## src/rtl/mode_sequencer_if.sv

```systemverilog
// Handshake bundle between the board mode switches, the mode sequencer and
// the pattern engines. The sequencer uses the slave view.
interface mode_sequencer_if #(
    parameter int MODE_W = 2
);
    logic [MODE_W-1:0] req;
    logic              stop_ack;
    logic [MODE_W-1:0] active;
    logic              active_valid;
    logic              stop_req;
    logic              switch_pulse;
    logic              timeout_err;

    modport master (
        output req,
        output stop_ack,
        input  active,
        input  active_valid,
        input  stop_req,
        input  switch_pulse,
        input  timeout_err
    );

    modport slave (
        input  req,
        input  stop_ack,
        output active,
        output active_valid,
        output stop_req,
        output switch_pulse,
        output timeout_err
    );
endinterface

```

## src/rtl/mode_sequencer.sv

```systemverilog
// Display-mode sequencer: debounces mode requests, stops the running engine
// by handshake and strobes every change of the granted mode.
// Optional stop timeout enabled by defining MODE_SEQ_TIMEOUT_EN.
module mode_sequencer #(
    parameter int MODE_W         = 2,
    parameter int NUM_MODES      = 4,
    parameter int HOLD_CYCLES    = 4,
    parameter int TIMEOUT_CYCLES = 255
) (
    input  logic             clk,
    input  logic             reset,
    mode_sequencer_if.slave  bus
);

    localparam int HC_W = $clog2(HOLD_CYCLES + 1);

    localparam logic [MODE_W:0] LP_NUM_MODES = (MODE_W + 1)'(NUM_MODES);
    localparam logic [HC_W-1:0] LP_HOLD      = HC_W'(HOLD_CYCLES);
    localparam logic [HC_W-1:0] LP_HOLD_ONE  = HC_W'(1);

    localparam logic [2:0] S_INIT = 3'd0;
    localparam logic [2:0] S_IDLE = 3'd1;
    localparam logic [2:0] S_QUAL = 3'd2;
    localparam logic [2:0] S_RUN  = 3'd3;
    localparam logic [2:0] S_STOP = 3'd4;

    logic [2:0]        r_state;
    logic [MODE_W-1:0] r_active;
    logic [MODE_W-1:0] r_cand;
    logic [HC_W-1:0]   r_hold_cnt;
    logic              r_active_valid;
    logic              r_stop_req;
    logic              r_switch_pulse;

    logic [MODE_W-1:0] w_req_eff;
    logic [HC_W-1:0]   w_hold_inc;
    logic              w_timeout;

    // Out-of-range codes are folded onto the idle mode.
    assign w_req_eff  = ({1'b0, bus.req} < LP_NUM_MODES) ? bus.req : '0;
    assign w_hold_inc = (r_hold_cnt == LP_HOLD) ? r_hold_cnt : r_hold_cnt + 1'b1;

    always_ff @(posedge clk or negedge reset) begin
        if (!reset) begin
            r_state        <= S_INIT;
            r_active       <= '0;
            r_cand         <= '0;
            r_hold_cnt     <= '0;
            r_active_valid <= 1'b0;
            r_stop_req     <= 1'b0;
            r_switch_pulse <= 1'b0;
        end else begin
            r_switch_pulse <= 1'b0;
            case (r_state)
                S_INIT: begin
                    r_state        <= S_IDLE;
                    r_active_valid <= 1'b1;
                end
                S_IDLE: begin
                    if (w_req_eff != '0) begin
                        r_cand     <= w_req_eff;
                        r_hold_cnt <= LP_HOLD_ONE;
                        if (HOLD_CYCLES == 1) begin
                            r_state        <= S_RUN;
                            r_active       <= w_req_eff;
                            r_switch_pulse <= 1'b1;
                        end else begin
                            r_state <= S_QUAL;
                        end
                    end
                end
                S_QUAL: begin
                    if (w_req_eff == r_cand) begin
                        r_hold_cnt <= w_hold_inc;
                        if (w_hold_inc == LP_HOLD) begin
                            r_state        <= S_RUN;
                            r_active       <= r_cand;
                            r_switch_pulse <= 1'b1;
                        end
                    end else if (w_req_eff == '0) begin
                        r_state    <= S_IDLE;
                        r_hold_cnt <= '0;
                    end else begin
                        r_cand     <= w_req_eff;
                        r_hold_cnt <= LP_HOLD_ONE;
                    end
                end
                S_RUN: begin
                    if (w_req_eff != r_active) begin
                        r_state        <= S_STOP;
                        r_stop_req     <= 1'b1;
                        r_active_valid <= 1'b0;
                    end
                end
                S_STOP: begin
                    // req is ignored here: the stop always completes and the
                    // next mode is requalified from IDLE.
                    if (bus.stop_ack || w_timeout) begin
                        r_state        <= S_IDLE;
                        r_stop_req     <= 1'b0;
                        r_active       <= '0;
                        r_active_valid <= 1'b1;
                        r_switch_pulse <= 1'b1;
                        r_hold_cnt     <= '0;
                    end
                end
                default: begin
                    r_state <= S_INIT;
                end
            endcase
        end
    end

`ifdef MODE_SEQ_TIMEOUT_EN
    localparam int TO_W = $clog2(TIMEOUT_CYCLES + 1);
    localparam logic [TO_W-1:0] LP_TO_LAST = TO_W'(TIMEOUT_CYCLES - 1);

    logic [TO_W-1:0] r_to_cnt;
    logic            r_timeout_err;

    // An ack on the same edge as the expiry wins, so no error is flagged.
    assign w_timeout = (r_state == S_STOP) && !bus.stop_ack && (r_to_cnt == LP_TO_LAST);

    always_ff @(posedge clk or negedge reset) begin
        if (!reset) begin
            r_to_cnt      <= '0;
            r_timeout_err <= 1'b0;
        end else begin
            if (r_state != S_STOP) begin
                r_to_cnt <= '0;
            end else begin
                r_to_cnt <= r_to_cnt + 1'b1;
            end
            if (w_timeout) begin
                r_timeout_err <= 1'b1;
            end
        end
    end

    assign bus.timeout_err = r_timeout_err;
`else
    logic w_unused_timeout;

    assign w_unused_timeout = (TIMEOUT_CYCLES > 0);
    assign w_timeout        = 1'b0;
    assign bus.timeout_err  = 1'b0;
`endif

    assign bus.active       = r_active;
    assign bus.active_valid = r_active_valid;
    assign bus.stop_req     = r_stop_req;
    assign bus.switch_pulse = r_switch_pulse;

endmodule
```

## src/flat_wrapper.sv

```systemverilog
// flat-port wrapper written by rule: the top's interface ports become plain ports
module mode_sequencer_flat 
#(
    parameter int MODE_W         = 2,
    parameter int NUM_MODES      = 4,
    parameter int HOLD_CYCLES    = 4,
    parameter int TIMEOUT_CYCLES = 255
)
  (clk, reset, bus_req, bus_stop_ack, bus_active, bus_active_valid, bus_stop_req, bus_switch_pulse, bus_timeout_err);
  mode_sequencer_if #(.MODE_W(MODE_W)) bus_i ();
  input  logic clk;
  input  logic reset;
  input wire logic [$bits(bus_i.req)-1:0] bus_req;
  input wire logic [$bits(bus_i.stop_ack)-1:0] bus_stop_ack;
  output wire logic [$bits(bus_i.active)-1:0] bus_active;
  output wire logic [$bits(bus_i.active_valid)-1:0] bus_active_valid;
  output wire logic [$bits(bus_i.stop_req)-1:0] bus_stop_req;
  output wire logic [$bits(bus_i.switch_pulse)-1:0] bus_switch_pulse;
  output wire logic [$bits(bus_i.timeout_err)-1:0] bus_timeout_err;
  assign bus_i.req = bus_req;
  assign bus_i.stop_ack = bus_stop_ack;
  assign bus_active = bus_i.active;
  assign bus_active_valid = bus_i.active_valid;
  assign bus_stop_req = bus_i.stop_req;
  assign bus_switch_pulse = bus_i.switch_pulse;
  assign bus_timeout_err = bus_i.timeout_err;
  mode_sequencer #(.MODE_W(MODE_W), .NUM_MODES(NUM_MODES), .HOLD_CYCLES(HOLD_CYCLES), .TIMEOUT_CYCLES(TIMEOUT_CYCLES)) u_core (.clk(clk), .reset(reset), .bus(bus_i));
endmodule
```

## config.mk

```make
export PLATFORM = sky130hd
export DESIGN_NAME = mode_sequencer_flat
export DESIGN_NICKNAME = d
export VERILOG_FILES = /design/src/rtl/mode_sequencer_if.sv /design/src/rtl/mode_sequencer.sv /design/src/flat_wrapper.sv
export SDC_FILE = /design/constraint.sdc
export NUM_CORES = 1
export LEC_CHECK = 0
export ABC_AREA = 1
export BUFFER_PORTS_ARGS = -buffer_cell sky130_fd_sc_hd__buf_2
export CAP_MARGIN = 20
export CORE_UTILIZATION = 55
export CTS_CLUSTER_SIZE = 16
export DETAILED_ROUTE_END_ITERATION = 16
export PLACE_DENSITY = 0.8
export SLEW_MARGIN = 5
export SYNTH_ARGS = -nofsm -noshare
export SYNTH_HDL_FRONTEND = slang
export SYNTH_SLANG_ARGS = --single-unit
export TNS_END_PERCENT = 5
```

## constraint.sdc

```tcl
create_clock -name clk -period 2.7 [get_ports clk]
set_input_delay 0.27 -clock clk [delete_from_list [all_inputs] [get_ports clk]]
set_output_delay 0.27 -clock clk [all_outputs]
set_load 0.02 [all_outputs]
```

==> results of run 1 <==
[layer usage]
| layer | vias to the layer above | track usage | wire (µm) |
|---|---|---|---|
| li1 | 411 | - | - |
| met1 | 368 | 0.306 | 777 |
| met2 | 13 | 0.375 | 842 |
| met3 | 6 | 0.0522 | 49 |
| met4 | 0 | 0.116 | 37 |
| met5 | - | 0 | 0 |
[metrics by stage]
stage	utilization	total power [W]	hold slack, ps	setup WS, ps
6_report	0.684	0.000953	257	1190
5_1_grt	0.684	0.00105	256	999
4_1_cts	0.684	0.000952	248	1190
3_5_place_dp	0.658	0.000822	171	1190
3_3_place_gp	0.658	0.000801	173	1280
2_1_floorplan	-	0.000710	-25.6	1350
[state kept, by name, indices dropped and copies added (netlist names)]
register	cells
u_core.r_hold_cnt	3
u_core.r_state	3
u_core.bus.active	2
u_core.r_cand	2
u_core.bus.active_valid	1
u_core.bus.stop_req	1
u_core.bus.switch_pulse	1
[cell families (layout without fill, tap and decap cells)]
family | Yosys count | count (layout) | share of synthesized area
fa+ha+maj | 2 | 2 | 0.0289
other cells | 1 | 1 | 0.00434
buf+inv | 26 | 38 | 0.126
compound gates | 11 | 11 | 0.0854
xor+xnor | 2 | 2 | 0.0203
simple gates | 74 | 74 | 0.359
flops | 13 | 13 | 0.376
[layout by cell type (no fill, tap or decap), types with 2 or more instances in the layout]
master,Yosys,final
a21oi_1,3,3
buf_2,0,9
clkbuf_4,0,3
dfrtp_1,13,13
ha_1,2,2
inv_1,22,22
inv_2,2,2
nand2_1,47,47
nand3_1,12,12
nor2_1,12,12
nor2_4,2,2
o21ai_0,5,5
[cell type report]
cell class                      count  area [µm²]  share of cell area
Clock buffer                        4        26.3              0.0278
Inverter                           24        90.1              0.0952
Multi-Input combinational cell     90         430               0.455
Sequential cell                    13         325               0.344
Tap cell                           15        18.8              0.0198
Timing Repair Buffer               10        55.1              0.0582
[Yosys cell counts]
cell type,number,area (µm²)
nor2_1,12,45.0
a21oi_2,1,8.76
xor2_1,1,8.76
nand3_1,12,60.1
o22ai_1,1,6.26
nor2_4,2,22.5
xnor2_1,1,8.76
dfrtp_1,13,325
a21oi_1,3,15.0
buf_4,1,7.51
inv_1,22,82.6
o21ai_0,5,25.0
nand2_2,1,6.26
buf_6,1,11.3
inv_2,2,7.51
nand2_1,47,176
o21bai_4,1,18.8
conb_1,1,3.75
ha_1,2,25.0
[final timing paths]
kind / slack, ps / to / depth (start not counted) / from
worst max register to register: 1190 / u_core.bus.active[1] / 10 / u_core.r_hold_cnt[0]
min in group asynchronous: 390 / u_core.r_hold_cnt[2] / 2 / reset
worst max-delay path: 1190 / u_core.bus.active[1] / 10 / u_core.r_hold_cnt[0]
worst min-delay path: 260 / u_core.r_cand[1] / 3 / bus_req[1]
worst min register to register: 470 / u_core.bus.active_valid / 2 / u_core.bus.active_valid
max in group asynchronous: 2080 / u_core.bus.active_valid / 2 / reset
[worst min-delay path: cells and delay by family]
kind                   cells  cell delay [ps]
AO/OA/AOI/OAI              1               60
buffers and inverters      1              120
AND/OR/NAND/NOR            1               50
[power breakdown]
group / internal, W / switching [W]
combinational: 0.000171 / 0.000324
sequential: 0.000267 / 0.0000647
clock: 0.0000575 / 0.0000692
[repair_timing]
item                                    in CTS  in global routing
endpoints found under the setup margin       0                  0
hold buffers                                 1                  0
hold endpoints to repair                    13                  0
==> run metrics, run 1 <==
CP Data Arrival Time 1690 ps; Placed Instances 151; max-cap viol count 0; Clock Sinks 13; fraction of layout cells with a size suffix above 1 0.135; Post-Syn Area 865 µm²; VDD IR max 0.500 mV; status complete, no violations; design area roughly 950 µm²; initial antenna violation count 0; routed vias 798; gr ovfl total 0; Largest stage delay, worst path around 400 ps; fin crit period roughly 1500 ps; H-tree lvl count 1; I/O pin count 11; cts bufs inserted 3; Post-Synthesis Cells 129; area of the core 1380 µm²; # resized after CTS 0; vias in the first global route 694; kind of critical path flip-flop to flip-flop; critical path fanouts, max 4; CP delay by family, top simple AND/OR/NAND/NOR gates; final cell count without fillers between 150 and 200; NumNets Final roughly 150; IO buf count 9; most frequent CP cell nand2_1; Fill cells between 100 and 150; Die ar. 1730 µm²; Total GRT Usage 0.238; Iteration-0 DRC Markers 16; Final Slew Violations 0; Routed WL per cell 10.9 µm; clock root cell clkbuf_4; die width 41.6 µm; CP cell instances inv_1, ha_1, nand2_1, nand2_1, nand2_1, nand3_1, nand2_1, nand3_1, nand2_1, nand2_1; clock slew at reported path FFs 80 ps; YS warnings 0; pin count of the biggest net entering global routing 14; clock skew 0.624 ps; P_leak roughly 0.54 nW; n_diodes 0; DR pass1 iterations 4; CP bufs+invs 1; post-route ant nets 0; syn_nets 136; CTS tree yes; crit share post-route 0.560; clock latency on the worst-skew pair 290 ps; Worst Setup Start Kind flip-flop; register area share after synthesis 0.376; detailed placement HPWL between 1000 and 1500 µm; Die H between 40 and 50 µm; Post-Syn Area per Cell 6.70 µm²; DP Area 910 µm²; post-CTS setup buffer count 0; Max clock buf depth 2; critical path endpoint category flip-flop; Crit path required time about 2900 ps; first-pass GRT wire length 3080 µm; #FFs+latches synth 13; worst hold path type primary input to flip-flop; pwr dens 1010 nW/µm²; setup TNS 0 ps; Area Growth Syn to Fin 9.41%; Final Hold Viols 0; Vias/cell 5.12; Slowest-stage cell, CP dfrtp_1; Detailed Route WL 1710 µm; routability cong. 0.858; max frequency 662 MHz; Post-route DRC 0; final setup vio count 0; Site Rows 13; RSZ-0062 raised after global routing no; initial core utilization 0.625; Yosys cell types 19
No activity file was read; power rests on OpenSTA's default activity.
==> inputs of run 2 (changes only) <==
Clock period 2.7 ns to 1.39 ns, I/O delays scaled along.
==> run metrics, run 2 (synthesis gave the netlist of run 1 again) <==
I/O pin count 11 (unchanged); die width 41.6 µm (unchanged); worst hold path type primary input to flip-flop; Clock Sinks 13 (unchanged); gr ovfl total 0 (unchanged); CP Data Arrival Time 1580 ps (-110 ps); Detailed Route WL 1900 µm (+11%); initial core utilization 0.625 (unchanged); Setup WS pre-CTS -63.5 ps (-1260 ps); first-pass GRT wire length 3130 µm (+1.3%); Overall Power 0.00213 W (+120%); pwr dens 1980 nW/µm² (+97%); Final Slew Violations 0 (unchanged); clock slew at reported path FFs 90 ps (about the same); routed vias 850 (+6.5%); clock skew 8.85 ps (+8.22 ps); kind of critical path flip-flop to flip-flop; CP bufs+invs 3 (+2); Total GRT Usage 0.234 (-0.00323); Die H 41.6 µm (unchanged); H-tree lvl count 1 (unchanged); Crit path required time 1620 ps (-1260 ps); Worst Setup Slack, final 40.7 ps (-1150 ps); Die ar. 1730 µm² (unchanged); R2R depth 9 (-1); total area of sequential cells 327 µm² (+0.38%); initial antenna violation count 0 (unchanged); Largest stage delay, worst path 420 ps (about the same); CP cell instances inv_1, nand2_2, nor2_4, inv_2, nor2_4, inv_2, o21bai_4, nand2_1, nand2_1; Placed Instances 155 (+2.6%); pin count of the biggest net entering global routing 14 (unchanged); most common cell after layout, fill and taps aside nand2_1; clock latency on the worst-skew pair 300 ps (about the same); critical path fanouts, max 5 (+1); Fill cells 101 (-17%); detailed placement HPWL 1290 µm (-4.2%); Worst Setup Start Kind flip-flop; post-route ant nets 0 (unchanged); Vias/cell 5.21 (+1.9%); area of the core 1380 µm² (unchanged); Max clock buf depth 2 (unchanged); Post-route DRC 0 (unchanged); RSZ-0062 raised after global routing yes; DR pass1 iterations 4 (unchanged); final cell count without fillers 163 (+4.5%); clock root cell clkbuf_4; Final Hold Viols 0 (unchanged); design area 1070 µm² (+14%); vias in the first global route 763 (+9.9%); WHS Path Cells 3 (unchanged); commonest non-fill, non-tap cells in the layout 41 x nand2_1, 20 x inv_1, 12 x dfrtp_1; DP Area 940 µm² (+3.3%); IO buf count 9 (unchanged); Multi-input gate area 505 µm² (+17%); Crit. path cell count 9 (-1); Iteration-0 DRC Markers 20 (+4); final setup vio count 0 (unchanged); status complete, no violations; n_diodes 0 (unchanged); CP delay by family, top simple AND/OR/NAND/NOR gates; fraction of layout cells with a size suffix above 1 0.297 (+0.163); Slowest-stage cell, CP dfrtp_1; routability cong. 0.878 (+2.4%); Routed WL per cell 11.6 µm (+6.4%); NumNets Final 156 (+4.7%); P_leak 0.591 nW (+8.5%); Site Rows 13 (unchanged); Area Growth Syn to Fin 24.3%; max frequency 741 MHz (+12%); cts bufs inserted 3 (unchanged); CTS tree yes; fin crit period 1350 ps (-162 ps); VDD IR max 1.04 mV (+110%); biggest regs u_core.r_hold_cnt (3), u_core.r_state (3); crit share post-route 0.971 (+0.411); max-cap viol count 0 (unchanged); critical path endpoint category flip-flop
## run 2: cell types whose count changed in the layout (fill, tap and decap cells not counted), sizes merged
cell and delta:
buf +7
## run 2: worst register-to-register path: stages (launching register included)
cell      delay [ps]
dfrtp_1          420
inv_1             80
nand2_2           70
nor2_4           180
inv_2             60
nor2_4           140
inv_2             80
o21bai_4         130
nand2_1           70
nand2_1           50
## run 2: power breakdown
| group | switching (W) | internal, W | total (W) |
|---|---|---|---|
| sequential | 0.000127 | 0.000522 | 0.000649 |
| clock | 0.000147 | 0.000112 | 0.000259 |
| combinational | 0.000749 | 0.000472 | 0.00122 |
## run 2: worst paths after layout
kind	from	to	slack, ps
max in group asynchronous	reset	u_core.r_state[0]	890
setup / recovery	u_core.r_state[2]	u_core.bus.active[0]	40
hold reg to reg	u_core.bus.active_valid	u_core.bus.active_valid	480
setup reg to reg	u_core.r_state[2]	u_core.bus.active[0]	40
hold / removal	bus_req[1]	u_core.r_cand[1]	130
min in group asynchronous	reset	u_core.r_hold_cnt[2]	250
## run 2: metal layers
layer	GRT usage	routed length [µm]	vias to the layer above
li1	-	-	424
met1	0.303	838	397
met2	0.378	940	22
met3	0.0261	65	7
met4	0.135	53	0
met5	0	0	-
## run 2: cell type report
cell class                 count  share of cell area
clock buffer                   4              0.0244
inverter                      24              0.0838
multi-input combinational     90               0.470
sequential                    13               0.304
tap                           15              0.0175
timing repair buffer          17               0.100
## run 2: what timing repair did
item | 4_1_cts | 5_1_grt
pin swaps | 2 | 7
endpoints found under the setup margin | 7 | 12
resized for setup | 4 | 19
hold endpoints to repair | 13 | 0
buffers inserted | 0 | 3
hold buffers | 1 | 0
## run 2: stage by stage
stage | TNS, ps | util | hold WS [ps]
final | 0 | 0.777 | 135
after global routing | -370 | 0.777 | 166
after CTS | -4.09 | 0.719 | 133
after detailed placement | -162 | 0.680 | 47.1
after global placement | -9.78 | 0.680 | 40.2
after floorplan | 0 | - | -157
==> inputs of run 3 (changes only) <==
Settings changed: CTS_BUF_LIST from default to sky130_fd_sc_hd__clkbuf_8 sky130_fd_sc_hd__clkbuf_16.
==> run metrics, run 3 (synthesis gave the netlist of run 1 again) <==
status finished, violations left; failing checks setup timing; Die ar. 1730 µm² (unchanged); setup TNS -36.9 ps (-36.9 ps); routed vias 893 (+5.1%); CP cell instances inv_1, nor2_1, nand3_1, nand2_2, inv_1, nand2_1, nor2_1, nand3_1, nand2_1; clock root cell clkbuf_8; end of the worst register-to-register path u_core.r_state[0]; area of the core 1380 µm² (unchanged); Slowest-stage cell, CP dfrtp_2; R2R depth 9 (unchanged); final setup vio count 2 (+2); Clock Sinks 13 (unchanged); Vias/cell 5.45 (+4.4%); Final Hold Viols 0 (unchanged); Crit path required time 1540 ps (-80 ps); biggest regs u_core.r_hold_cnt (3), u_core.r_state (3); critical path fanouts, max 4 (-1); pin count of the biggest net entering global routing 14 (unchanged); cts bufs inserted 3 (unchanged); post-route ant nets 0 (unchanged); top sig layer met4; DR pass1 iterations 4 (unchanged); Worst Setup EP u_core.r_state[0]; Fill cells 97 (-4.0%); RSZ-0062 raised after global routing yes; Final Slew Violations 0 (unchanged); fraction of layout cells with a size suffix above 1 0.315 (+0.0181); CTS tree yes; pwr dens 2100 nW/µm² (+6.0%); IO buf count 9 (unchanged); Detailed Route WL 2100 µm (+11%); initial antenna violation count 0 (unchanged); Post-route DRC 0 (unchanged); clock latency on the worst-skew pair 250 ps (-50 ps); Worst Setup Slack, final -20.6 ps (-61.3 ps); H-tree lvl count 1 (unchanged); NumNets Final 157 (+0.64%); initial core utilization 0.625 (unchanged); worst hold path type primary input to flip-flop; Routed WL per cell 12.8 µm (+10%); most common cell after layout, fill and taps aside nand2_1; WL met1 911 µm (+8.7%); CP delay by family, top simple AND/OR/NAND/NOR gates; Area Growth Syn to Fin 28.4%; max frequency 709 MHz (-4.3%); Worst Setup Start Kind flip-flop; vias in the first global route 769 (+0.79%); CP Data Arrival Time 1560 ps (-20 ps); clock slew at reported path FFs 60 ps (-30 ps); DP Area 940 µm² (unchanged); WL met3 95 µm (+46%); Total GRT Usage 0.248 (+0.0137); Max clock buf depth 2 (unchanged); first-pass GRT wire length 3200 µm (+2.4%); CP startpoint u_core.r_state[0]; WL met2 1040 µm (+10%); I/O pin count 11 (unchanged); WHS Path Cells 3 (unchanged); gr ovfl total 0 (unchanged); R2R setup slack -20 ps (-60 ps); Core Util, Final 0.803 (+0.0253); Die H 41.6 µm (unchanged); design area 1110 µm² (+3.3%); critical path endpoint category flip-flop; fin crit period 1410 ps (+61.3 ps); Largest stage delay, worst path 440 ps (+20 ps); kind of critical path flip-flop to flip-flop; crit share post-route 1.01 (+0.0441); Site Rows 13 (unchanged); Crit. path cell count 9 (unchanged); max-cap viol count 0 (unchanged); Reg-to-Reg Start u_core.r_state[0]; n_diodes 0 (unchanged); P_leak 0.608 nW (+3.0%); routability cong. 0.878 (unchanged); die width 41.6 µm (unchanged); clock skew 2.42 ps (-6.43 ps); commonest non-fill, non-tap cells in the layout 40 x nand2_1, 20 x inv_1, 12 x dfrtp_1; CP bufs+invs 2 (-1); detailed placement HPWL 1290 µm (unchanged); VDD IR max 1.15 mV (+11%); Iteration-0 DRC Markers 32 (+60%)
run 3: changes by cell type in the layout (fill, tap and decap cells not counted), sizes merged:
| cell | delta |
|---|---|
| inv | +1 |
| clkbuf | -1 |
| buf | +1 |
run 3: per-layer routing:
metal,track usage,up-vias
li1,-,432
met1,0.294,416
met2,0.388,36
met3,0.0739,9
met4,0.161,0
met5,0,-
run 3: layout make-up:
cell class / count / area (µm²) / area share
Multi-Input combinational cell: 90 / 514 / 0.463
Sequential cell: 13 / 327 / 0.294
Tap cell: 15 / 18.8 / 0.0169
Inverter: 24 / 90.1 / 0.0812
Clock inverter: 1 / 3.75 / 0.00338
Timing Repair Buffer: 18 / 115 / 0.104
Clock buffer: 3 / 41.3 / 0.0372
run 3: per-stage QoR:
step	instances	setup WS (ps)	hold slack (ps)	power, W
after floorplan	129	42.2	-157	0.00138
after global placement	155	-9.78	40.2	0.00161
after detailed placement	155	-63.5	47.1	0.00164
after CTS	161	0.136	168	0.00205
after global routing	164	-118	199	0.00253
final	164	-20.6	169	0.00233
run 3: power breakdown:
group | internal (W) | switching (W)
logic | 0.000513 | 0.000802
registers | 0.000523 | 0.000139
clock network | 0.000196 | 0.000157
run 3: worst min-delay path, stage by stage:
cell     delay (ps)
buf_2           130
nand2_1          50
o21ai_0          60
run 3: repair_timing:
item / CTS / global route
endpoints found under the hold margin: 13 / 0
endpoints found under the setup margin: 7 / 12
resized for setup: 3 / 23
hold buffers: 1 / 0
buffers inserted: 1 / 3
pin swaps: 2 / 5
run 3: worst min path at each step:
| stage | end | slack (ps) | from |
|---|---|---|---|
| floorplan | u_core.bus.active[0] | -160 | reset |
| global placement | u_core.r_hold_cnt[0] | 40 | reset |
| detailed placement | u_core.r_hold_cnt[1] | 50 | reset |
| CTS | u_core.r_cand[1] | 170 | bus_req[1] |
| global route | u_core.r_cand[1] | 200 | bus_req[1] |
| finish | u_core.r_cand[1] | 170 | bus_req[1] |
